$ cat config.mk
export PLATFORM = sky130hd
export DESIGN_NAME = led_pattern_gen
export DESIGN_NICKNAME = d
export VERILOG_FILES = /design/src/rtl/led_pattern_gen.sv
export SDC_FILE = /design/constraint.sdc
export NUM_CORES = 1
export LEC_CHECK = 0
export ABC_AREA = 1
export BUFFER_PORTS_ARGS = -buffer_cell sky130_fd_sc_hd__buf_2
export CORE_MARGIN = 3
export CORE_UTILIZATION = 48
export CTS_CLUSTER_SIZE = 8
export DETAILED_ROUTE_END_ITERATION = 12
export PLACE_DENSITY_LB_ADDON = 0.08
export SYNTH_ARGS = -nofsm -noshare
export SYNTH_HDL_FRONTEND = slang
export SYNTH_SLANG_ARGS = --single-unit
$ cat constraint.sdc
create_clock -name clk_out1_0 -period 2.6 [get_ports clk_out1_0]
set_clock_uncertainty 0.05 [all_clocks]
set_input_delay 0.26 -clock clk_out1_0 [delete_from_list [all_inputs] [get_ports clk_out1_0]]
set_output_delay 0.26 -clock clk_out1_0 [all_outputs]
set_load 0.05 [all_outputs]
$ cat src/rtl/led_pattern_gen.sv
`default_nettype none
// ============================================================================
// Module   : led_pattern_gen
// Brief    : Multi-channel LED pattern generator (OFF/ON/BLINK/PWM per channel)
//            with a shared prescaler tick and a valid/ready config port.
//            Optional macro LED_SYNC_EN adds sync_in to phase-align all channels.
// Revision : 1.0 - initial release
// ============================================================================
module led_pattern_gen #(
    parameter  int N_CH     = 4,
    parameter  int CNT_W    = 24,
    parameter  int TICK_DIV = 1,
    localparam int c_CH_W   = (N_CH > 1) ? $clog2(N_CH) : 1,
    localparam int c_SEL_W  = $clog2(CNT_W)
) (
    input  logic               clk_out1_0,
    input  logic               resetn,
`ifdef LED_SYNC_EN
    input  logic               sync_in,
`endif
    input  logic               cfg_valid,
    output logic               cfg_ready,
    input  logic [c_CH_W-1:0]  cfg_ch,
    input  logic [1:0]         cfg_mode,
    input  logic [c_SEL_W-1:0] cfg_sel,
    input  logic [7:0]         cfg_duty,
    output logic               tick_o,
    output logic [N_CH-1:0]    led
);

    localparam int                 c_PS_W     = (TICK_DIV > 1) ? $clog2(TICK_DIV) : 1;
    localparam logic [c_PS_W-1:0]  c_PS_LAST  = c_PS_W'(TICK_DIV - 1);
    localparam logic [c_SEL_W-1:0] c_SEL_MAX  = c_SEL_W'(CNT_W - 1);
    localparam logic [1:0]         c_MODE_OFF = 2'b00;
    localparam logic [1:0]         c_MODE_ON  = 2'b01;
    localparam logic [1:0]         c_MODE_BLK = 2'b10;

    logic [c_PS_W-1:0]  r_presc;
    logic [c_PS_W-1:0]  w_presc_nxt;
    logic               r_tick;
    logic               r_ready;
    logic               w_acc;
    logic               w_sync;
    logic [c_SEL_W-1:0] w_sel_ld;

`ifdef LED_SYNC_EN
    assign w_sync = sync_in;
`else
    assign w_sync = 1'b0;
`endif

    assign w_acc     = cfg_valid && r_ready;
    assign w_sel_ld  = (int'(cfg_sel) >= CNT_W) ? c_SEL_MAX : cfg_sel;
    assign cfg_ready = r_ready;
    assign tick_o    = r_tick;

    always_comb begin
        w_presc_nxt = r_presc + 1'b1;
        if (w_sync || (r_presc == c_PS_LAST)) begin
            w_presc_nxt = '0;
        end
    end

    // tick is registered from the next prescaler value so it lines up with
    // the cycle in which the prescaler sits at its last count
    always_ff @(posedge clk_out1_0 or negedge resetn) begin
        if (!resetn) begin
            r_presc <= '0;
            r_tick  <= 1'b0;
            r_ready <= 1'b1;
        end else begin
            r_presc <= w_presc_nxt;
            r_tick  <= (w_presc_nxt == c_PS_LAST);
            r_ready <= !w_acc;
        end
    end

    for (genvar i = 0; i < N_CH; i++) begin : g_ch
        logic [CNT_W-1:0]   r_cnt;
        logic [1:0]         r_mode;
        logic [c_SEL_W-1:0] r_sel;
        logic [7:0]         r_duty;
        logic               r_led;
        logic               w_hit;

        // out-of-range channel numbers never match, so such writes only ack
        assign w_hit  = w_acc && (cfg_ch == c_CH_W'(i));
        assign led[i] = r_led;

        always_ff @(posedge clk_out1_0 or negedge resetn) begin
            if (!resetn) begin
                r_cnt  <= '0;
                r_mode <= c_MODE_OFF;
                r_sel  <= '0;
                r_duty <= '0;
                r_led  <= 1'b0;
            end else begin
                if (w_hit) begin
                    r_mode <= cfg_mode;
                    r_sel  <= w_sel_ld;
                    r_duty <= cfg_duty;
                end
                if (w_sync || w_hit) begin
                    r_cnt <= '0;
                end else if (r_tick) begin
                    r_cnt <= r_cnt + 1'b1;
                end
                case (r_mode)
                    c_MODE_OFF: r_led <= 1'b0;
                    c_MODE_ON:  r_led <= 1'b1;
                    c_MODE_BLK: r_led <= r_cnt[r_sel];
                    default:    r_led <= (r_cnt[7:0] < r_duty);
                endcase
            end
        end
    end

endmodule
`default_nettype wire

**Word level (Yosys, flattened, before mapping)**

Cells that the tools add are included.

- Flip-flop bits (word level): 163
- Word-level logic and storage cells: 86

- Add/sub/neg operators: 5
- Order comparisons: 9
- Equal/unequal tests: 11
- Muxes and demuxes: 22
- Bitwise operators: 1
- Reduce and logical (&&, ||, !) cells: 15

Operators with widths:

| kind | count |
|---|---|
| 2-to-1 mux 24 bit | 8 |
| adder 24 x 1 -> 24 bit (second input constant) | 4 |
| less-than comparator 8 bit | 4 |
| less-than comparator 5 x 6 -> 1 bit (second input constant) | 4 |
| binary-select mux 1 bit (select 5 bit) | 4 |
| == test 2 bit (second input constant) | 6 |
| case mux 1 bit (3 select lines) | 4 |
| == test 2 x 1 -> 1 bit (second input constant) | 5 |
| zero test 2 bit | 5 |
| nonzero test 2 bit | 4 |
| >= comparator 5 bit (second input constant) | 1 |
| logical AND 1 bit | 5 |
| 2-to-1 mux 1 bit | 5 |
| 2-to-1 mux 5 bit | 1 |
| adder 1 bit (second input constant) | 1 |
| zero test 1 bit | 1 |
| NOT 1 bit | 1 |

**Longest topological paths before layout**

Gate-level depths: netlist of run 1.

- Word-level depth: 3
- Depth in mapped cells: 12
- Gate-level depth less buffers: 12

**Worst setup path before layout of run 1**

OpenSTA, ideal clock, no wires.

- Path kind: reg2reg
- Start: reg r_ready, in the netlist cfg_ready
- End: reg g_ch[0].r_cnt[1]
- Setup time: 0.119 ns
- Data arrival time: 1.641 ns
- Path slack: 0.790 ns
- Stages on the path, launching flop included: 9
- Path through: dfstp_2 nand2_1 nor3_1 buf_2 nor2_1 inv_1 nor2_1 a31oi_1 inv_1

- Longest elaborated chain between the ends: 3
- Elaborated cells between the ends (all ways): 4
- Those cells by class: mux: 1; reduce/logical: 3

RTL lines:

| item | RTL line | RTL |
|---|---|---|
| start: declaration | 41 | `logic r_ready;` |
| start signal: assignment | 74 | `r_ready <= !w_acc;` |
| logical AND 1 bit * | 52 | `assign w_acc = cfg_valid && r_ready;` |
| logical AND 1 bit * | 87 | `assign w_hit = w_acc && (cfg_ch == c_CH_W'(i));` |
| 2-to-1 mux 24 bit / nonzero test 2 bit (equally long branches) | n/a |  |
| end signal: assignment | 106 | `r_cnt <= r_cnt + 1'b1;` |
| end: declaration | 79 | `logic [CNT_W-1:0] r_cnt;` |

Every way passes the cells marked *; elsewhere a longest branch is shown, timed or not.
A chain may end at the register's enable or synchronous reset.

**Final worst setup path of run 1**

- Start: reg r_tick, in the netlist tick_o
- End: out tick_o

RTL lines:

| item | RTL line | RTL |
|---|---|---|
| start: declaration | 40 | `logic r_tick;` |
| start signal: assignment | 73 | `r_tick <= (w_presc_nxt == c_PS_LAST);` |
| end: declaration | 27 | `output logic tick_o,` |

No word-level cell between the ends.

==> reports/metrics.cfg, run 1 <==
[grt]
met2_usage_pct = 38.0
grt_pass1_wl_um = 40600
grt_max_degree = 64
grt-ovfl-total = 0
grt_busiest_layer = met2
antenna_found_initial = 0
grt_pass1_vias = 8199
grt_usage_pct = 23.1
use_met3_pct = 3.79
grtUsageMet1_pct = 31.8

[clock_network]
cts_root_buffer = clkbuf_16
ctsResizeCount = 0
insertion_delay_ps = 430
path_clk_slew_ps = 60
numCtsBuffers = 17
cts-htree-levels = 4
cts_sinks = 162
clk_path_buf_depth = 2
cts_tree = yes

[setup_path]
max_stage_delay_ps = 730
crit_family = flip-flops
critPathKind = reg -> out
slowest_stage = dfrtp_1
worstPathRequired_ps = 2290
reg2reg_from = tick_o
path_buf_inv = 2
path_max_fanout = 11
cp_cell_sequence = buf_4 -> buf_2
reg2reg_depth = 8
r2r_setup_slack_ps = 610
arrival_ps = 1720
start_kind = flip-flop
end_kind = output pin
reg2reg_to = g_ch[2].r_cnt[21]

[sta]
maxSlewViolCount = 0
hold_viol = 0
worstMarginPinSlew_ps = 807
rsz0062_at_grt = false
period_share_pct = 78.0
timing.final.crit_period_ps = 2030
fmax_mhz = 493
finalSetupViolations = 0
slew_headroom_pct = 46.2
whs_ps = 69.2
tns_ps = 0

[min_path]
worstHoldStart = cfg_valid
worst_hold_path_type = in -> reg
holdPathEnd = cfg_ready
min_path_cells = 2

[floorplan]
start_util_pct = 49.7
die_w_um = 147
io-pin-count = 26
num_rows = 50
core-area_sq_um = 19100
die_h_um = 147
die_area_sq_um = 21500

[synthesis]
syn_area_sq_um = 9480
ys_warn_count = 0
ys_seq_area_share_pct = 42.8
ys_seq_elements = 162
yosysUniqueCellTypes = 45
syn_inst = 1285
syn-num-nets = 1337
synth_edf_count = 0
postSynth.asyncResetShare_pct = 100
ys.flop_type = dfrtp_1
avgSynthCellArea_sq_um = 7.38

[routing]
dr.first_iter.drc_count = 502
wirelength_um = 23900
viasPerCell = 5.30
wl_per_cell_um = 15.1
num_vias = 8373
ant_nets = 0
dr.pass1.iters = 5
drc = 0

[final_layout]
area_growth_pct = 10.6
final_cell_mix = 314 x nand2_1, 194 x inv_1, 161 x dfrtp_1
final_common_cell = nand2_1
num-nets-final = 1359
layout-drive-gt1-share_pct = 8.41
fill_cells = 1838
n_antenna_cell = 0

[pwr]
power.density_nw_per_um2 = 701
p_leak_uw = 0.00509
peakVddDrop_mv = 0.472

[placement]
gp_congestion = 0.924
port_buffers = 25
dp_hpwl_um = 17200

[job]
drv_cap = 0

[status]
outcome = complete, no violations

-- through the flow --
step / utilization, % / cells / cell area, sq um / total power (uW) / worst slack (ps)
final: 54.9 / 1580 / 10500 / 7350 / 573
after detailed placement: 51.9 / 1547 / 9900 / 4890 / 593
after CTS: 54.9 / 1580 / 10500 / 7400 / 563
after global placement: 51.9 / 1547 / 9900 / 4850 / 651
after global routing: 54.9 / 1580 / 10500 / 7840 / 402
after floorplan: - / 1285 / 9480 / 4420 / 790
-- cell families after synthesis --
| logic type | count (synthesis) | synth area share [%] |
|---|---|---|
| DFF | 162 | 42.8 |
| other | 1 | 0.0396 |
| buffers and inverters | 235 | 9.81 |
| AOI/OAI and AO/OA | 235 | 13.3 |
| and+or+nand+nor | 620 | 29.9 |
| adders and majority gates | 32 | 4.22 |
-- cells in the mapped netlist (all sizes together) (4+ instances only) --
| master | count | area, sq um |
|---|---|---|
| nand2 | 318 | 1210 |
| inv | 197 | 742 |
| dfrtp | 161 | 4030 |
| o21ai | 124 | 621 |
| nand3 | 104 | 548 |
| nor2 | 104 | 448 |
| a21oi | 80 | 400 |
| nor3 | 48 | 280 |
| ha | 32 | 400 |
| nand4 | 29 | 209 |
| clkbuf | 21 | 78.8 |
| buf | 16 | 105 |
| a31oi | 9 | 56.3 |
| nor4 | 7 | 43.8 |
| nand3b | 5 | 37.5 |
| nor3b | 5 | 58.8 |
| o211ai | 5 | 37.5 |
| o21a | 4 | 30.0 |
| o31a | 4 | 35.0 |
-- worst max path at each step --
stage | startpoint | to | slack (ps) | cells after the start
detailed placement | cfg_ready | g_ch[0].r_cnt[14] | 590 | 5
finish | tick_o | tick_o | 570 | 2
CTS | tick_o | tick_o | 560 | 2
global route | tick_o | g_ch[1].r_cnt[21] | 400 | 7
floorplan | cfg_ready | g_ch[0].r_cnt[1] | 790 | 8
global placement | cfg_ready | g_ch[0].r_cnt[14] | 650 | 5
-- layout make-up --
class                           count  area [sq um]  share of cell area, %
Timing Repair Buffer               40           272                   2.59
Clock inverter                     14           139                   1.33
Clock buffer                       18           429                   4.09
Multi-Input combinational cell    888          4520                   43.1
Sequential cell                   162          4060                   38.7
Inverter                          198           746                   7.11
Tap cell                          260           325                   3.10
-- routing by layer --
metal / share of wire (%) / vias up
li1: - / 4246
met1: 47 / 3953
met2: 48 / 142
met3: 3.4 / 32
met4: 1.7 / 0
met5: 0 / -
-- flip-flops by register name, indices dropped and copies added (netlist names) --
name and cells:
cfg_ready 1, g_ch.r_duty 32, g_ch.r_sel 20, g_ch.r_cnt 96, tick_o 1, g_ch.r_led 4
g_ch.r_mode 8
-- report_power, final --
| part | switching, uW | internal [uW] |
|---|---|---|
| Sequential | 364 | 2860 |
| Clock | 1090 | 1410 |
| Combinational | 1040 | 577 |
-- worst register-to-register path, cell delays in order, from the launching register on --
cell and delay, ps:
dfrtp_1 730, nand2_1 150, nor2_2 210, nand4_2 200
nor3_2 190, nand2_1 90, nand2_1 90, nand2_1 70
o21a_1 100
-- timing repair --
action	4_1_cts	5_1_grt
hold endpoints to repair	58	0
hold buffers	1	0
buffers inserted	0	0
Power figures use the tool's default switching activity.
==> run 2, diff against run 1 <==
==> constraint.sdc (replaced) <==
create_clock -name clk_out1_0 -period 1.8 [get_ports clk_out1_0]
set_clock_uncertainty 0.05 [all_clocks]
set_input_delay 0.18 -clock clk_out1_0 [delete_from_list [all_inputs] [get_ports clk_out1_0]]
set_output_delay 0.18 -clock clk_out1_0 [all_outputs]
set_load 0.05 [all_outputs]
==> reports/metrics.cfg, run 2 (synthesis results as in run 1) <==
[status]
outcome = complete, no violations

[placement]
port_buffers = 25
dp_hpwl_um = 17900
gp_congestion = 0.882
pre_cts_ws_ps = 66.7

[clock_network]
clk_path_buf_depth = 2
cts_tree = yes
path_clk_slew_ps = 60
insertion_delay_ps = 430
cts_sinks = 162
cts-htree-levels = 4
numCtsBuffers = 17
cts_root_buffer = clkbuf_16

[routing]
dr.first_iter.drc_count = 656
wirelength_um = 24500
wl_met2_um = 11200
drt-met1-wl_um = 11800
num_vias = 8629
drc = 0
routed.top_layer = met4
viasPerCell = 5.31
ant_nets = 0
met3_length_um = 1240
dr.pass1.iters = 5
wl_per_cell_um = 15.0

[sta]
worst_slack_ps = 91.6
fmax_mhz = 585
period_share_pct = 94.9
timing.final.crit_period_ps = 1710
maxSlewViolCount = 0
worstMarginPinSlew_ps = 537
whs_ps = 19.4
slew_headroom_pct = 64.2
hold_viol = 0
finalSetupViolations = 0

[pwr]
power_frac_clock_pct = 34.6
power.density_nw_per_um2 = 1010
switchingPower_uw = 3690
power_frac_comb_pct = 25.1
p_int_uw = 7540
seq_power_share_pct = 40.3
p_leak_uw = 0.00538
switching_share_pct = 32.9
peakVddDrop_mv = 0.648

[setup_path]
max_stage_delay_ps = 400
slowest_stage = dfrtp_2
path_max_fanout = 5
arrival_ps = 1480
end_kind = output pin
crit_top_cell = buf_4
start_kind = flip-flop
worstPathRequired_ps = 1570
critPathKind = reg -> out
cp_cell_sequence = buf_4 -> buf_12 -> buf_4 -> buf_2

[floorplan]
start_util_pct = 49.7
core-area_sq_um = 19100
die_area_sq_um = 21500
die_h_um = 147
die_w_um = 147
io-pin-count = 26
num_rows = 50

[final_layout]
final_common_cell = nand2_1
n_antenna_cell = 0
final_cell_mix = 313 x nand2_1, 193 x inv_1, 158 x dfrtp_1
layout-drive-gt1-share_pct = 12.8
largest_reg_flops = 96
fill_cells = 1784
reg_top3 = g_ch.r_cnt: 96 flops, g_ch.r_duty: 32 flops, g_ch.r_sel: 20 flops
top_register = g_ch.r_cnt
area_growth_pct = 16.8
num-nets-final = 1406

[grt]
antenna_found_initial = 0
grt_usage_pct = 22.9
grt_max_degree = 46
grt_pass1_vias = 8063
grt_pass1_wl_um = 40400
grt-ovfl-total = 0

[min_path]
worst_hold_path_type = in -> reg

[job]
drv_cap = 0

==> run 2: cell types whose count changed in the layout (fill, tap and decap cells not counted), sizes merged <==
cell,before,now
clkbuf,18,19
clkinv,8,3
bufinv,2,4
inv,199,197
clkinvlp,3,7
dlygate4sd3,1,2
buf,39,84
==> run 2: repair_timing <==
item / 4_1_cts / 5_1_grt
hold buffers: 2 / 0
buffers inserted: 0 / 10
hold endpoints to repair: 163 / 0
gates resized for setup: 0 / 23
setup endpoints to repair: 0 / 25
==> run 2: final timing paths <==
kind	startpoint	endpoint	slack (ps)	cells past startpoint
max	tick_o	tick_o	90	4
min	cfg_duty[1]	g_ch[2].r_duty[1]	20	3
max reg2reg	g_ch[3].r_cnt[1]	g_ch[3].r_cnt[20]	100	9
min reg2reg	g_ch[2].r_duty[0]	g_ch[2].r_duty[0]	440	2
max in group asynchronous	resetn	g_ch[2].r_cnt[6]	930	3
min in group asynchronous	resetn	g_ch[0].r_cnt[21]	160	2
==> run 2: critical path: cells and delay by family (launching register included) <==
family	cells	cell delay [ps]
DFF	1	400
buffers and inverters	4	660
==> run 2: routing by layer <==
| layer | track usage, % | vias to the layer above |
|---|---|---|
| li1 | - | 4336 |
| met1 | 33.8 | 4079 |
| met2 | 36.2 | 201 |
| met3 | 3.88 | 13 |
| met4 | 4.09 | 0 |
| met5 | 0 | - |
==> run 2: power by group through the flow <==
stage | Combinational [uW] | Clock [uW] | Sequential [uW]
6_report | 2820 | 3880 | 4530
3_3_place_gp | 2670 | 0 | 4570
4_1_cts | 2740 | 3980 | 4520
5_1_grt | 3230 | 4110 | 4590
2_1_floorplan | 1850 | 0 | 4540
3_5_place_dp | 2720 | 0 | 4580
==> run 2: layout make-up <==
class                           instances  area, sq um  area share [%]
Clock inverter                         13          184            1.66
Sequential cell                       162         4060            36.7
Multi-Input combinational cell        888         4610            41.6
Clock buffer                           18          439            3.97
Tap cell                              260          325            2.94
Timing Repair Buffer                   87          702            6.34
Inverter                              198          749            6.77
==> run 2: per-stage QoR <==
stage               utilization, %  cells  total power (uW)  area [sq um]  TNS [ps]
floorplan                        -   1285              6390          9490         0
finish                        58.0   1626             11200         11100         0
global placement              53.7   1583              7240         10200         0
CTS                           57.1   1616             11200         10900         0
global route                  58.0   1626             11900         11100     -2.84
detailed placement            53.7   1583              7290         10200         0
==> run 3, diff against run 2 <==
==> constraint.sdc (replaced) <==
create_clock -name clk_out1_0 -period 1.55 [get_ports clk_out1_0]
set_clock_uncertainty 0.05 [all_clocks]
set_input_delay 0.155 -clock clk_out1_0 [delete_from_list [all_inputs] [get_ports clk_out1_0]]
set_output_delay 0.155 -clock clk_out1_0 [all_outputs]
set_load 0.05 [all_outputs]
==> reports/metrics.cfg, run 3 (synthesis results as in run 1) <==
[clock_network]
insertion_delay_ps = 430
cts_tree = yes
clk_path_buf_depth = 2
cts_sinks = 162
path_clk_slew_ps = 70
numCtsBuffers = 17
cts_root_buffer = clkbuf_16
cts-htree-levels = 4

[sta]
maxSlewViolCount = 0
hold_viol = 1
slew_headroom_pct = 65.5
finalSetupViolations = 27
rsz0062_at_grt = true
timing.final.crit_period_ps = 1630
period_share_pct = 105
worstMarginPinSlew_ps = 515
whs_ps = -2.75
worst_slack_ps = -75.5
fmax_mhz = 615

[setup_path]
path_max_fanout = 4
arrival_ps = 1900
max_stage_delay_ps = 400
r2r_setup_slack_ps = -80
slowest_stage = dfrtp_2
worstPathRequired_ps = 1820
cp_cell_sequence = buf_12 -> buf_6 -> nand3_4 -> nor2_4 -> nand3_4 -> nor2_4 -> nand3_4 -> nor2_2 -> nand2_1 -> nand2_1 -> a21oi_2
end_kind = flip-flop
crit_top_cell = nand3_4
critPathKind = reg -> reg
start_kind = flip-flop

[floorplan]
core-area_sq_um = 19100
io-pin-count = 26
die_h_um = 147
num_rows = 50
die_area_sq_um = 21500
die_w_um = 147
start_util_pct = 49.7

[placement]
gp_congestion = 0.946
dp_hpwl_um = 18000
port_buffers = 25

[final_layout]
reg_top3 = g_ch.r_cnt: 96 flops, g_ch.r_duty: 32 flops, g_ch.r_sel: 20 flops
n_antenna_cell = 0
final_cell_mix = 292 x nand2_1, 177 x inv_1, 152 x dfrtp_1
top_register = g_ch.r_cnt
num-nets-final = 1521
fill_cells = 1579
area_growth_pct = 32.5
layout-drive-gt1-share_pct = 26.6
largest_reg_flops = 96
postLayoutCoreUtil_pct = 65.8
final_common_cell = nand2_1

[status]
outcome = finished, violations left
violations = hold timing, setup timing

[grt]
grt_max_degree = 91
grt-ovfl-total = 0
grt_pass1_wl_um = 42200
grt_pass1_vias = 8535
antenna_found_initial = 0
grt_usage_pct = 24.1

[routing]
drt-met1-wl_um = 11900
wirelength_um = 26500
routed.top_layer = met4
met3_length_um = 1100
num_vias = 9147
viasPerCell = 5.25
ant_nets = 0
wl_per_cell_um = 15.2
wl_met2_um = 12900
dr.pass1.iters = 5
drc = 0
dr.first_iter.drc_count = 580

[min_path]
worst_hold_path_type = in -> reg

[job]
drv_cap = 0

[pwr]
p_leak_uw = 0.00617
peakVddDrop_mv = 0.824
power.density_nw_per_um2 = 1100

[run 3: cell types whose count changed in the layout (fill, tap and decap cells not counted), sizes merged]
| cell | delta |
|---|---|
| clkbuf | +1 |
| buf | +112 |
| bufinv | -1 |
| dlygate4sd3 | +3 |
| inv | +2 |
| clkinvlp | -3 |
| clkinv | +1 |
[run 3: area by class of cell]
cell class,instances,area [sq um],area share [%]
clock buffer,20,447,3.56
clock inverter,11,154,1.22
inverter,198,759,6.05
multi-input combinational,888,5170,41.2
sequential,162,4070,32.4
tap,260,325,2.59
timing repair buffer,201,1630,13.0
timing repair inverter,1,7.51,0.0598
[run 3: worst paths after layout]
check	to	cells after the start	from
max in group asynchronous	g_ch[3].r_cnt[3]	3	resetn
min in group asynchronous	g_ch[0].r_cnt[18]	3	resetn
setup / recovery	g_ch[2].r_cnt[18]	11	tick_o
hold reg to reg	g_ch[0].r_duty[0]	2	g_ch[0].r_duty[0]
hold / removal	g_ch[2].r_duty[4]	3	cfg_duty[4]
setup reg to reg	g_ch[2].r_cnt[18]	11	tick_o
[run 3: timing repair]
item	in CTS	in global routing
gates cloned	0	2
pin swaps	16	56
hold buffers	5	0
resized for setup	45	166
endpoints found under the hold margin	174	0
buffers inserted	12	32
endpoints found under the setup margin	48	97
[run 3: power by group]
part | switching, uW | internal, uW | leakage (uW)
logic | 2420 | 1770 | 0.00377
registers | 433 | 4810 | 0.00211
clock network | 1790 | 2590 | 0.000287
[run 3: metal layers]
| metal | track usage, % | vias up |
|---|---|---|
| li1 | - | 4580 |
| met1 | 33.2 | 4317 |
| met2 | 39.5 | 210 |
| met3 | 3.66 | 40 |
| met4 | 7.53 | 0 |
| met5 | 0 | - |
[run 3: stage by stage]
| stage | TNS [ps] | power, uW | std cells | setup WS (ps) | cell area, sq um |
|---|---|---|---|---|---|
| after global routing | -6110 | 14600 | 1741 | -198 | 12600 |
| after detailed placement | -1850 | 8870 | 1664 | -121 | 10800 |
| final | -812 | 13800 | 1741 | -75.5 | 12600 |
| after floorplan | -3160 | 7440 | 1285 | -98.5 | 9570 |
| after global placement | -1010 | 8790 | 1664 | -113 | 10800 |
| after CTS | -547 | 13400 | 1712 | -72.5 | 11800 |
[run 3: critical path: cells and delay by family, from the launching register on]
kind | cells | cell delay, ps
AOI/OAI and AO/OA | 1 | 40
DFF | 1 | 400
and+or+nand+nor | 8 | 790
buffers and inverters | 2 | 240
